[src/rtl/andgate_bf.sv]
// -----------------------------------------------------------------------------
// andgate_bf
//
// Purpose:
//   Bitwise AND of two WIDTH-lane operands, plus a small amount of
//   lane-0 observation logic:
//     - y        : combinational a & b (never gated by clock or reset)
//     - y_q      : a & b captured on every rising clk edge
//     - y_rise   : registered one-cycle pulse, high in the same cycle in
//                  which y_q[0] shows a 0->1 change
//     - hi_cnt   : saturating count of edges where a[0] & b[0] = 1
//     - seen     : sticky flags, bit {a[0],b[0]} set at each edge
//     - all_seen : combinational AND-reduction of seen
//
// Ports (positional order is y, a, b first so a plain three-port AND
// hookup binds correctly):
//   y        out [WIDTH-1:0]  combinational a & b
//   a        in  [WIDTH-1:0]  operand A
//   b        in  [WIDTH-1:0]  operand B
//   clk      in               rising-edge clock
//   rst      in               synchronous, active-high reset
//   y_q      out [WIDTH-1:0]  registered a & b
//   y_rise   out              lane-0 rising-edge pulse of y_q
//   hi_cnt   out [CNT_W-1:0]  saturating lane-0 high-cycle count
//   seen     out [3:0]        sticky {a[0],b[0]} combination flags
//   all_seen out              all four combinations observed
//
// Parameters:
//   WIDTH  lane count, 1..32
//   CNT_W  counter width, 2..16
//
// There is no asynchronous reset path: register contents are undefined
// until the first rising edge with rst high.
// -----------------------------------------------------------------------------
module andgate_bf #(
    parameter int WIDTH = 1,
    parameter int CNT_W = 8
) (
    output logic [WIDTH-1:0] y,
    input  logic [WIDTH-1:0] a,
    input  logic [WIDTH-1:0] b,
    input  logic             clk,
    input  logic             rst,
    output logic [WIDTH-1:0] y_q,
    output logic             y_rise,
    output logic [CNT_W-1:0] hi_cnt,
    output logic [3:0]       seen,
    output logic             all_seen
);

    localparam logic [CNT_W-1:0] CNT_MAX  = {CNT_W{1'b1}};
    localparam logic [CNT_W-1:0] CNT_ZERO = {CNT_W{1'b0}};
    localparam logic [CNT_W-1:0] CNT_ONE  = {{(CNT_W-1){1'b0}}, 1'b1};

    // Saturating increment: holds at all-ones instead of wrapping to zero.
    function automatic logic [CNT_W-1:0] sat_inc(
        input logic [CNT_W-1:0] cnt,
        input logic             en
    );
        logic [CNT_W-1:0] res;
        if (en && (cnt != CNT_MAX)) begin
            res = cnt + CNT_ONE;
        end else begin
            res = cnt;
        end
        return res;
    endfunction

    // Sets the sticky flag addressed by {a0,b0}; existing bits are kept.
    function automatic logic [3:0] seen_set(
        input logic [3:0] cur,
        input logic       a0,
        input logic       b0
    );
        logic [3:0] res;
        case ({a0, b0})
            2'b00:   res = cur | 4'b0001;
            2'b01:   res = cur | 4'b0010;
            2'b10:   res = cur | 4'b0100;
            2'b11:   res = cur | 4'b1000;
            default: res = cur;
        endcase
        return res;
    endfunction

    logic [WIDTH-1:0] and_s;
    logic             lane0_s;

    logic [WIDTH-1:0] yq_q,   yq_d;
    logic             rise_q, rise_d;
    logic [CNT_W-1:0] cnt_q,  cnt_d;
    logic [3:0]       seen_q, seen_d;

    // Combinational AND; continuous assignment keeps Verilog X semantics.
    assign and_s   = a & b;
    assign lane0_s = and_s[0];

    // Next-state logic for all lane-0 observation registers.
    always_comb begin
        yq_d   = and_s;
        // Pulse is registered together with y_q so that it is visible in
        // exactly the cycle where y_q[0] shows its new value of 1.
        rise_d = lane0_s & ~yq_q[0];
        cnt_d  = sat_inc(cnt_q, lane0_s);
        seen_d = seen_set(seen_q, a[0], b[0]);
    end

    // State registers; reset takes priority over every update.
    always_ff @(posedge clk) begin
        if (rst) begin
            yq_q   <= {WIDTH{1'b0}};
            rise_q <= 1'b0;
            cnt_q  <= CNT_ZERO;
            seen_q <= 4'b0000;
        end else begin
            yq_q   <= yq_d;
            rise_q <= rise_d;
            cnt_q  <= cnt_d;
            seen_q <= seen_d;
        end
    end

    assign y        = and_s;
    assign y_q      = yq_q;
    assign y_rise   = rise_q;
    assign hi_cnt   = cnt_q;
    assign seen     = seen_q;
    assign all_seen = &seen_q;

endmodule

[config.mk]
export PLATFORM = sky130hd
export DESIGN_NAME = andgate_bf
export DESIGN_NICKNAME = d
export VERILOG_FILES = /design/src/rtl/andgate_bf.sv
export SDC_FILE = /design/constraint.sdc
export NUM_CORES = 1
export LEC_CHECK = 0
export BUFFER_PORTS_ARGS = -buffer_cell sky130_fd_sc_hd__buf_2
export CAP_MARGIN = 25
export CORE_AREA = 2 2 39 41
export CTS_BUF_LIST = sky130_fd_sc_hd__clkbuf_8
export CTS_CLUSTER_SIZE = 30
export DETAILED_ROUTE_END_ITERATION = 10
export DIE_AREA = 0 0 41 43
export PLACE_DENSITY = 0.82
export SLEW_MARGIN = 20
export SYNTH_ARGS = -nofsm -noshare
export SYNTH_HDL_FRONTEND = slang
export SYNTH_SLANG_ARGS = --single-unit
[constraint.sdc]
create_clock -name clk -period 1.9 [get_ports clk]
set_clock_uncertainty 0.1 [all_clocks]
set_input_delay 0.38 -clock clk [delete_from_list [all_inputs] [get_ports clk]]
set_output_delay 0.38 -clock clk [all_outputs]
set_load 0.01 [all_outputs]
==> results of run 1 <==
[power groups by stage]
stage	logic [mW]	clock network [mW]	registers, mW
after floorplan	0.0202	0	0.322
after global placement	0.0429	0	0.317
after detailed placement	0.0440	0	0.318
after CTS	0.0443	0.289	0.312
after global routing	0.0504	0.301	0.313
final	0.0438	0.283	0.312
[registers in the layout (all words and copies together) (netlist names)]
| name | count |
|---|---|
| y_q | 1 |
| y_rise | 1 |
| seen | 4 |
| hi_cnt | 8 |
[layout by cell type, fill, tap and decap left out]
| master | n |
|---|---|
| a211oi_1 | 2 |
| a21oi_1 | 6 |
| a311oi_1 | 1 |
| a31oi_1 | 1 |
| and3_1 | 1 |
| and4_1 | 1 |
| buf_2 | 19 |
| clkbuf_8 | 4 |
| dfxtp_1 | 14 |
| ha_1 | 1 |
| inv_1 | 4 |
| inv_2 | 1 |
| mux2i_1 | 1 |
| nand2_1 | 2 |
| nand3_1 | 2 |
| nand4_1 | 3 |
| nor2_1 | 13 |
| nor2b_1 | 1 |
| nor3_1 | 3 |
| nor4_1 | 1 |
| o21ai_0 | 2 |
| o31ai_1 | 1 |
| or2_1 | 1 |
| or3_1 | 1 |
| or4_1 | 1 |
| xnor2_1 | 1 |
| xor2_1 | 1 |
[worst reg2reg max path, delay by kind of cell (launching register included)]
family          cells  cell delay, ns
fa+ha+maj           1            0.24
flops               1            0.39
simple gates        2            0.16
compound gates      1            0.36
mux                 1            0.24
[cell type report]
class                      count  area (um2)  area share
inverter                       5        18.8      0.0256
tap                           16        20.0      0.0273
multi-input combinational     47         265       0.361
timing repair buffer          19        95.1       0.129
sequential                    14         280       0.382
clock buffer                   4        55.1      0.0750
[cell families after synthesis]
logic type / count (synthesis)
compound gates: 13
xor+xnor: 2
fa+ha+maj: 1
buf+inv: 6
flops: 14
mux: 1
simple gates: 30
[per-layer routing]
layer	up-vias	wire length [um]	global-route usage
li1	279	-	-
met1	253	529	0.215
met2	13	546	0.228
met3	2	46	0.0314
met4	0	20	0.0800
met5	-	0	0
[synthesized netlist by cell type]
cell	n
inv_1	4
mux2i_1	1
and4_1	1
ha_1	1
or2_1	1
dfxtp_1	14
nor4_1	1
nor2_1	13
nor3_1	3
a21oi_1	6
nor2b_1	1
nand4_1	3
nand2_1	2
a311oi_1	1
or4_1	1
xnor2_1	1
inv_2	1
nand3_1	2
and3_1	1
a211oi_1	2
buf_6	1
or3_1	1
o21ai_0	2
a31oi_1	1
o31ai_1	1
xor2_1	1
[per-stage QoR]
step	worst slack, ns	hold WS (ns)
5_1_grt	0.123	0.338
3_5_place_dp	0.192	0.307
2_1_floorplan	0.318	0.353
4_1_cts	0.285	0.315
3_3_place_gp	0.204	0.303
6_report	0.285	0.310
[path summary, 6_finish.rpt]
check             startpoint  slack, ns  cells after the start         to
setup / recovery   hi_cnt[0]       0.29                      5  hi_cnt[1]
hold / removal           y_q       0.31                      1     y_rise
setup reg to reg   hi_cnt[0]       0.29                      5  hi_cnt[1]
hold reg to reg          y_q       0.31                      1     y_rise
==> impl_metrics.env, run 1 <==
export IMPL_worstMarginPinSlew_ns=0.399
export IMPL_slew_violations=0
export IMPL_maxCapViolations=0
export IMPL_path_max_fanout=4
export IMPL_combPwrFrac=0.069
export IMPL_cts_sinks=14
export IMPL_post_place_cells=101
export IMPL_syn_to_final_growth_pct=27.6
export IMPL_ant_nets=0
export IMPL_post_cts_buffers=0
export IMPL_cts_inserted_buffers=3
export IMPL_first_pass_iters=4
export IMPL_layout_drive_gt1_share=0.270
export IMPL_synth_top_area_cell="dfxtp_1"
export IMPL_leakagePower_nw=0.334
export IMPL_dieArea_um2=1760
export IMPL_slowest_stage="dfxtp_1"
export IMPL_period_minus_slack_ns=1.61
export IMPL_die_x_um=41
export IMPL_synth_fp_nets=72
export IMPL_core_rowCount=14
export IMPL_p_clk_frac=0.443
export IMPL_num_vias=547
export IMPL_clock_path_buffers=2
export IMPL_diodes=0
export IMPL_p_sw_frac=0.209
export IMPL_hold_path_class="reg -> reg"
export IMPL_synth_yosys_seq_area_share=0.487
export IMPL_place_gp_congestion=0.727
export IMPL_syn_area_um2=576
export IMPL_finalPower_uw=638
export IMPL_critPathArrivalTime_ns=1.64
export IMPL_initial_core_util=0.416
export IMPL_cp_required_ns=1.92
export IMPL_setup_viol=0
export IMPL_grt_antenna_before_repair=0
export IMPL_synthDistinctLibCells=26
export IMPL_grt_start_max_net_pins=15
export IMPL_ctsHoldBuffers=0
export IMPL_place_hpwl_um=831
export IMPL_path_cells="ha_1 -> nand3_1 -> o21ai_0 -> mux2i_1 -> nor2_1"
export IMPL_synth_avg_cell_area_um2=8.59
export IMPL_clk_latency_ns=0.24
export IMPL_finish_utilization=0.531
export IMPL_grt_first_pass_wirelength_um=1940
export IMPL_syn_inst=67
export IMPL_grt_overflow=0
export IMPL_final_hold_violation_count=0
export IMPL_path_delay_family="flip-flops"
export IMPL_yosysWarnings=0
export IMPL_cellPowerDensity_nw_per_um2=868
export IMPL_synth_top_family_by_area="simple AND/OR/NAND/NOR gates"
export IMPL_wl_per_cell_um=10.9
export IMPL_rsz0062_at_grt="false"
export IMPL_slowest_delay_ns=0.39
export IMPL_tns_ns=0
export IMPL_final_area_um2=734
export IMPL_seqPwrFrac=0.488
export IMPL_synth_compound_area_share=0.135
export IMPL_synth_xor_area_share=0.0304
export IMPL_synth_simple_area_share=0.257
export IMPL_dieHeight_um=43
export IMPL_n_fill_cell=133
export IMPL_clk_pin_slew_worst_paths_ns=0.06
export IMPL_viasPerCell=5.21
export IMPL_synthAdderAreaFrac=0.0217
export IMPL_htreeDepth=1
export IMPL_io_buffers=19
export IMPL_grt_pass1_vias=475
export IMPL_drt_iter0_markers=7
export IMPL_cts_resized=0
export IMPL_end_kind="register"
export IMPL_fin_nets=95
export IMPL_final_cells=105
export IMPL_ys_seq_elements=14
export IMPL_netlist_area_leader_share=0.487
export IMPL_muxShareOfSynthArea=0.0174
export IMPL_worst_setup_path_type="reg -> reg"
export IMPL_drt_total_wl_um=1140
export IMPL_cts_tree="done"
export IMPL_vdd_ir_drop_max_mv=0.518
export IMPL_post_route_period_util=0.850
export IMPL_grt_usage=0.158
export IMPL_synthTopCellsByArea="dfxtp_1, nor2_1, a21oi_1"
export IMPL_cp_num_buf_inv=0
export IMPL_status="finished clean"
export IMPL_fmax_mhz=619
export IMPL_maxSlewHeadroom=0.731
export IMPL_core_area_um2=1380
export IMPL_ios=20
export IMPL_cts_root_buf="clkbuf_8"
export IMPL_p_switching_uw=133
export IMPL_p_int_uw=505
export IMPL_cp_start_kind="register"
export IMPL_place_area_um2=679
export IMPL_drc=0
(Power assumes the default switching activity.)
==> inputs of run 2 (changes only) <==
Settings changed: CORE_AREA 2 2 39 41 to 2 2 40 42, DIE_AREA 0 0 41 43 to 0 0 42 44, PLACE_DENSITY 0.82 to 0.81.
Clock period 1.9 ns to 1.4 ns, I/O delays scaled along.
==> run 2 against run 1 <==
Effect of this change:
- the flow now finishes with violations (setup timing)
- global-route usage is 1.0 points higher
- combinational power is 69% higher
- hold slack worse by 0.029 ns
- fmax is 11% higher
- register-to-register slack worse by 0.34 ns
- die area is 4.8% higher
- non-clock buffer count is 14 higher
- first-iteration DRC count is 110% higher
- critical path depth is 1 lower
- sequential power is 35% higher
- sequential cell count stayed put
==> impl_metrics.env, run 2 (synthesis gave the netlist of run 1 again) <==
export IMPL_status="finished, violations left"
export IMPL_violations="setup timing"
export IMPL_finalPower_uw=884
export IMPL_grt_first_pass_wirelength_um=2410
export IMPL_initial_core_util=0.406
export IMPL_io_buffers=19
export IMPL_htreeDepth=1
export IMPL_grt_pass1_vias=573
export IMPL_end_kind="register"
export IMPL_worst_r2r_endpoint="hi_cnt[5]"
export IMPL_cp_required_ns=1.48
export IMPL_clk_latency_ns=0.24
export IMPL_cellPowerDensity_nw_per_um2=1030
export IMPL_grt_overflow=0
export IMPL_clk_pin_slew_worst_paths_ns=0.06
export IMPL_crit_path_end="hi_cnt[5]"
export IMPL_path_cells="nand4_1 -> or2_1 -> or4_1 -> a21oi_1"
export IMPL_reg2reg_depth=4
export IMPL_core_rowCount=14
export IMPL_largest_reg_flops=8
export IMPL_maxCapViolations=0
export IMPL_clock_path_buffers=2
export IMPL_dp_slack_ns=-0.110
export IMPL_critPathArrivalTime_ns=1.54
export IMPL_critPathLaunch="hi_cnt[0]"
export IMPL_mostFrequentLayoutCell="buf_2"
export IMPL_dieHeight_um=44
export IMPL_p_clk_frac=0.440
export IMPL_ant_nets=0
export IMPL_cts_inserted_buffers=3
export IMPL_num_vias=621
export IMPL_worstMarginPinSlew_ns=0.267
export IMPL_fin_nets=109
export IMPL_whs_path_depth=2
export IMPL_cp_num_buf_inv=0
export IMPL_slew_violations=0
export IMPL_r2r_start="hi_cnt[0]"
export IMPL_slowest_stage="or4_1"
export IMPL_viasPerCell=5.22
export IMPL_core_area_um2=1420
export IMPL_path_delay_family="simple AND/OR/NAND/NOR gates"
export IMPL_fmax_mhz=686
export IMPL_whs_ns=0.281
export IMPL_grt_usage=0.169
export IMPL_cts_sinks=14
export IMPL_drt_iter0_markers=15
export IMPL_die_x_um=42
export IMPL_slowest_delay_ns=0.47
export IMPL_p_sw_frac=0.213
export IMPL_first_pass_iters=4
export IMPL_final_hold_violation_count=0
export IMPL_rsz0062_at_grt="true"
export IMPL_rrSetupSlack_ns=-0.06
export IMPL_final_cell_mix="buf_2, buf_4, nor2_1"
export IMPL_worst_setup_path_type="reg -> reg"
export IMPL_place_hpwl_um=996
export IMPL_cts_root_buf="clkbuf_8"
export IMPL_leakagePower_nw=0.400
export IMPL_post_route_period_util=1.04
export IMPL_path_max_fanout=3
export IMPL_hold_path_class="in -> reg"
export IMPL_seqPwrFrac=0.477
export IMPL_cts_tree="done"
export IMPL_dieArea_um2=1850
export IMPL_diodes=0
export IMPL_drc=0
export IMPL_wl_per_cell_um=11.3
export IMPL_grt_start_max_net_pins=15
export IMPL_p_int_uw=696
export IMPL_period_minus_slack_ns=1.46
export IMPL_cp_start_kind="register"
export IMPL_syn_to_final_growth_pct=49.8
export IMPL_n_fill_cell=127
export IMPL_place_gp_congestion=0.748
export IMPL_maxSlewHeadroom=0.822
export IMPL_drt_total_wl_um=1350
export IMPL_combPwrFrac=0.084
export IMPL_layout_drive_gt1_share=0.447
export IMPL_p_switching_uw=189
export IMPL_ios=20
export IMPL_crit_cells=4
export IMPL_setup_viol=1
export IMPL_grt_antenna_before_repair=0
export IMPL_fin_ws_ns=-0.0583
export IMPL_finish_utilization=0.608
export IMPL_vdd_ir_drop_max_mv=0.577
run 2: what timing repair did:
item,4_1_cts,5_1_grt
endpoints found under the setup margin,5,7
pin swaps,5,5
hold endpoints to repair,0,0
hold buffers,0,0
setup buffers,1,0
resized for setup,3,3
run 2: metrics by stage:
| step | instances | area, um2 | TNS [ns] |
|---|---|---|---|
| 2_1_floorplan | 67 | 581 | -0.0772 |
| 3_3_place_gp | 114 | 782 | -0.101 |
| 3_5_place_dp | 114 | 782 | -0.198 |
| 4_1_cts | 119 | 856 | -0.0591 |
| 5_1_grt | 119 | 862 | -0.475 |
| 6_report | 119 | 862 | -0.0583 |
run 2: worst min-delay path by stage:
stage                     end  startpoint  slack [ns]
floorplan           hi_cnt[6]         rst        0.25
global placement       y_rise         y_q        0.30
global route          seen[3]         rst        0.29
finish              hi_cnt[4]         rst        0.28
detailed placement     y_rise         y_q        0.31
CTS                       y_q         rst        0.28
run 2: power by group through the flow:
stage          Clock [mW]  Combinational, mW  Sequential (mW)
2_1_floorplan           0             0.0276            0.437
3_3_place_gp            0             0.0721            0.429
3_5_place_dp            0             0.0734            0.430
4_1_cts             0.395             0.0743            0.422
5_1_grt             0.419             0.0827            0.423
6_report            0.389             0.0740            0.421
run 2: area by class of cell:
class / count / area [um2] / area share
Clock buffer: 4 / 55.1 / 0.0639
Inverter: 5 / 18.8 / 0.0218
Multi-Input combinational cell: 47 / 280 / 0.325
Sequential cell: 14 / 288 / 0.334
Tap cell: 16 / 20.0 / 0.0232
Timing Repair Buffer: 33 / 200 / 0.232
run 2: routing by layer:
metal,wire length [um],track usage,share of wire
met5,0,0,0
met4,0,0.0387,0
met3,89,0.0458,0.066
met2,652,0.303,0.48
met1,608,0.201,0.45
run 2: worst reg2reg max path, delay by kind of cell, from the launching register on:
kind | cells | cell delay [ns]
AOI/OAI and AO/OA | 1 | 0.13
and+or+nand+nor | 3 | 0.82
DFF | 1 | 0.35
==> inputs of run 3 (changes only) <==
Clock period 1.4 ns to 1.29 ns, I/O delays scaled along.
==> run 3 against run 2 <==
Effect of this change:
- the flow still finishes with violations (setup timing)
- total power up 2.1%
- critical path depth unchanged
- register-to-register slack worse by 0.18 ns
- critical endpoint unchanged
- sequential share of layout area down 2.6 points
- first-iteration DRC count down 27%
- global-route usage up 3.4 points
- clock-buffer cell count down 1
- cell count up 5.0%
- worst setup slack worse by 0.18 ns
- combinational power up 19%
- utilization up 7.4 points
- fmax down 4.5%
==> impl_metrics.env, run 3 (synthesis gave the netlist of run 1 again) <==
export IMPL_place_hpwl_um=1060
export IMPL_maxCapViolations=0
export IMPL_combPwrFrac=0.097
export IMPL_final_hold_violation_count=0
export IMPL_clk_pin_slew_worst_paths_ns=0.06
export IMPL_hold_path_class="in -> reg"
export IMPL_fmax_mhz=655
export IMPL_drt_total_wl_um=1770
export IMPL_status="finished, violations left"
export IMPL_end_kind="register"
export IMPL_cp_required_ns=1.37
export IMPL_ios=20
export IMPL_final_cell_mix="buf_2, buf_4, nor2_1"
export IMPL_dieHeight_um=44
export IMPL_setup_viol=8
export IMPL_cts_inserted_buffers=3
export IMPL_vdd_ir_drop_max_mv=0.593
export IMPL_grt_start_max_net_pins=15
export IMPL_slew_violations=0
export IMPL_grt_antenna_before_repair=0
export IMPL_htreeDepth=1
export IMPL_drc=0
export IMPL_cp_start_kind="register"
export IMPL_grt_overflow=0
export IMPL_grt_usage=0.203
export IMPL_core_rowCount=14
export IMPL_layout_drive_gt1_share=0.560
export IMPL_grt_pass1_vias=608
export IMPL_clk_latency_ns=0.24
export IMPL_cellPowerDensity_nw_per_um2=933
export IMPL_worstMarginPinSlew_ns=0.282
export IMPL_die_x_um=42
export IMPL_largest_reg_flops=8
export IMPL_fin_nets=115
export IMPL_cts_sinks=14
export IMPL_core_area_um2=1420
export IMPL_worst_setup_path_type="reg -> reg"
export IMPL_grt_first_pass_wirelength_um=2700
export IMPL_wl_per_cell_um=14.2
export IMPL_p_int_uw=696
export IMPL_ctsHoldBuffers=0
export IMPL_p_clk_frac=0.396
export IMPL_syn_to_final_growth_pct=68.0
export IMPL_dp_slack_ns=-0.197
export IMPL_dieArea_um2=1850
export IMPL_cts_root_buf="clkbuf_8"
export IMPL_rsz0062_at_grt="true"
export IMPL_ant_nets=0
export IMPL_tns_ns=-1.17
export IMPL_place_gp_congestion=0.762
export IMPL_clock_path_buffers=2
export IMPL_viasPerCell=5.57
export IMPL_period_minus_slack_ns=1.53
export IMPL_cts_tree="done"
export IMPL_fin_ws_ns=-0.237
export IMPL_io_buffers=19
export IMPL_critPathArrivalTime_ns=1.61
export IMPL_p_switching_uw=207
export IMPL_num_vias=696
export IMPL_maxSlewHeadroom=0.811
export IMPL_violations="setup timing"
export IMPL_first_pass_iters=4
export IMPL_p_sw_frac=0.229
export IMPL_post_route_period_util=1.18
export IMPL_diodes=0
export IMPL_mostFrequentLayoutCell="buf_2"
export IMPL_initial_core_util=0.406
export IMPL_drt_iter0_markers=11
export IMPL_seqPwrFrac=0.506
export IMPL_path_max_fanout=3
export IMPL_leakagePower_nw=0.439
run 3: cell types whose count changed in the layout (fill, tap and decap cells not counted), sizes merged:
cell | previous run | this run
buf | 33 | 39
clkbuf | 4 | 3
inv | 5 | 6
run 3: critical path: stages, from the launching register on:
cell,delay [ns]
dfxtp_4,0.36
nand4_1,0.13
or2_1,0.25
or4_4,0.49
a21oi_2,0.13
run 3: worst paths after layout:
check	from	slack (ns)	cells after the start	endpoint
max	hi_cnt[0]	-0.24	4	hi_cnt[5]
min reg2reg	y_q	0.32	1	y_rise
max reg2reg	hi_cnt[0]	-0.24	4	hi_cnt[5]
min	rst	0.25	2	hi_cnt[1]
run 3: through the flow:
stage	power, mW	std cells	utilization	hold slack (ns)	instance area, um2
after floorplan	0.505	67	-	0.231	592
after global placement	0.544	117	0.575	0.305	816
after detailed placement	0.549	117	0.575	0.310	816
after CTS	0.911	124	0.646	0.243	916
after global routing	0.951	125	0.682	0.239	967
final	0.903	125	0.682	0.245	967
run 3: power by group through the flow:
stage / Combinational, mW / Clock (mW) / Sequential, mW
final: 0.0878 / 0.358 / 0.457
after global routing: 0.0968 / 0.395 / 0.459
after CTS: 0.0870 / 0.364 / 0.460
after detailed placement: 0.0819 / 0 / 0.467
after global placement: 0.0783 / 0 / 0.466
after floorplan: 0.0305 / 0 / 0.475
run 3: routing by layer:
metal | global-route usage | share of wire
met3 | 0.0750 | 0.066
met1 | 0.214 | 0.38
met4 | 0.129 | 0.054
met2 | 0.344 | 0.50
met5 | 0 | 0
run 3: repair_timing:
action / in CTS / in global routing
setup endpoints to repair: 7 / 10
setup buffers: 3 / 1
pin swaps: 8 / 7
gates resized for setup: 7 / 14
cloned: 0 / 0
run 3: cell type report:
type                       instances  area, um2
clock buffer                       3       41.3
clock inverter                     1       3.75
tap                               16       20.0
fill                             105        452
multi-input combinational         47        333
inverter                           5       18.8
sequential                        14        298
timing repair buffer              39        253
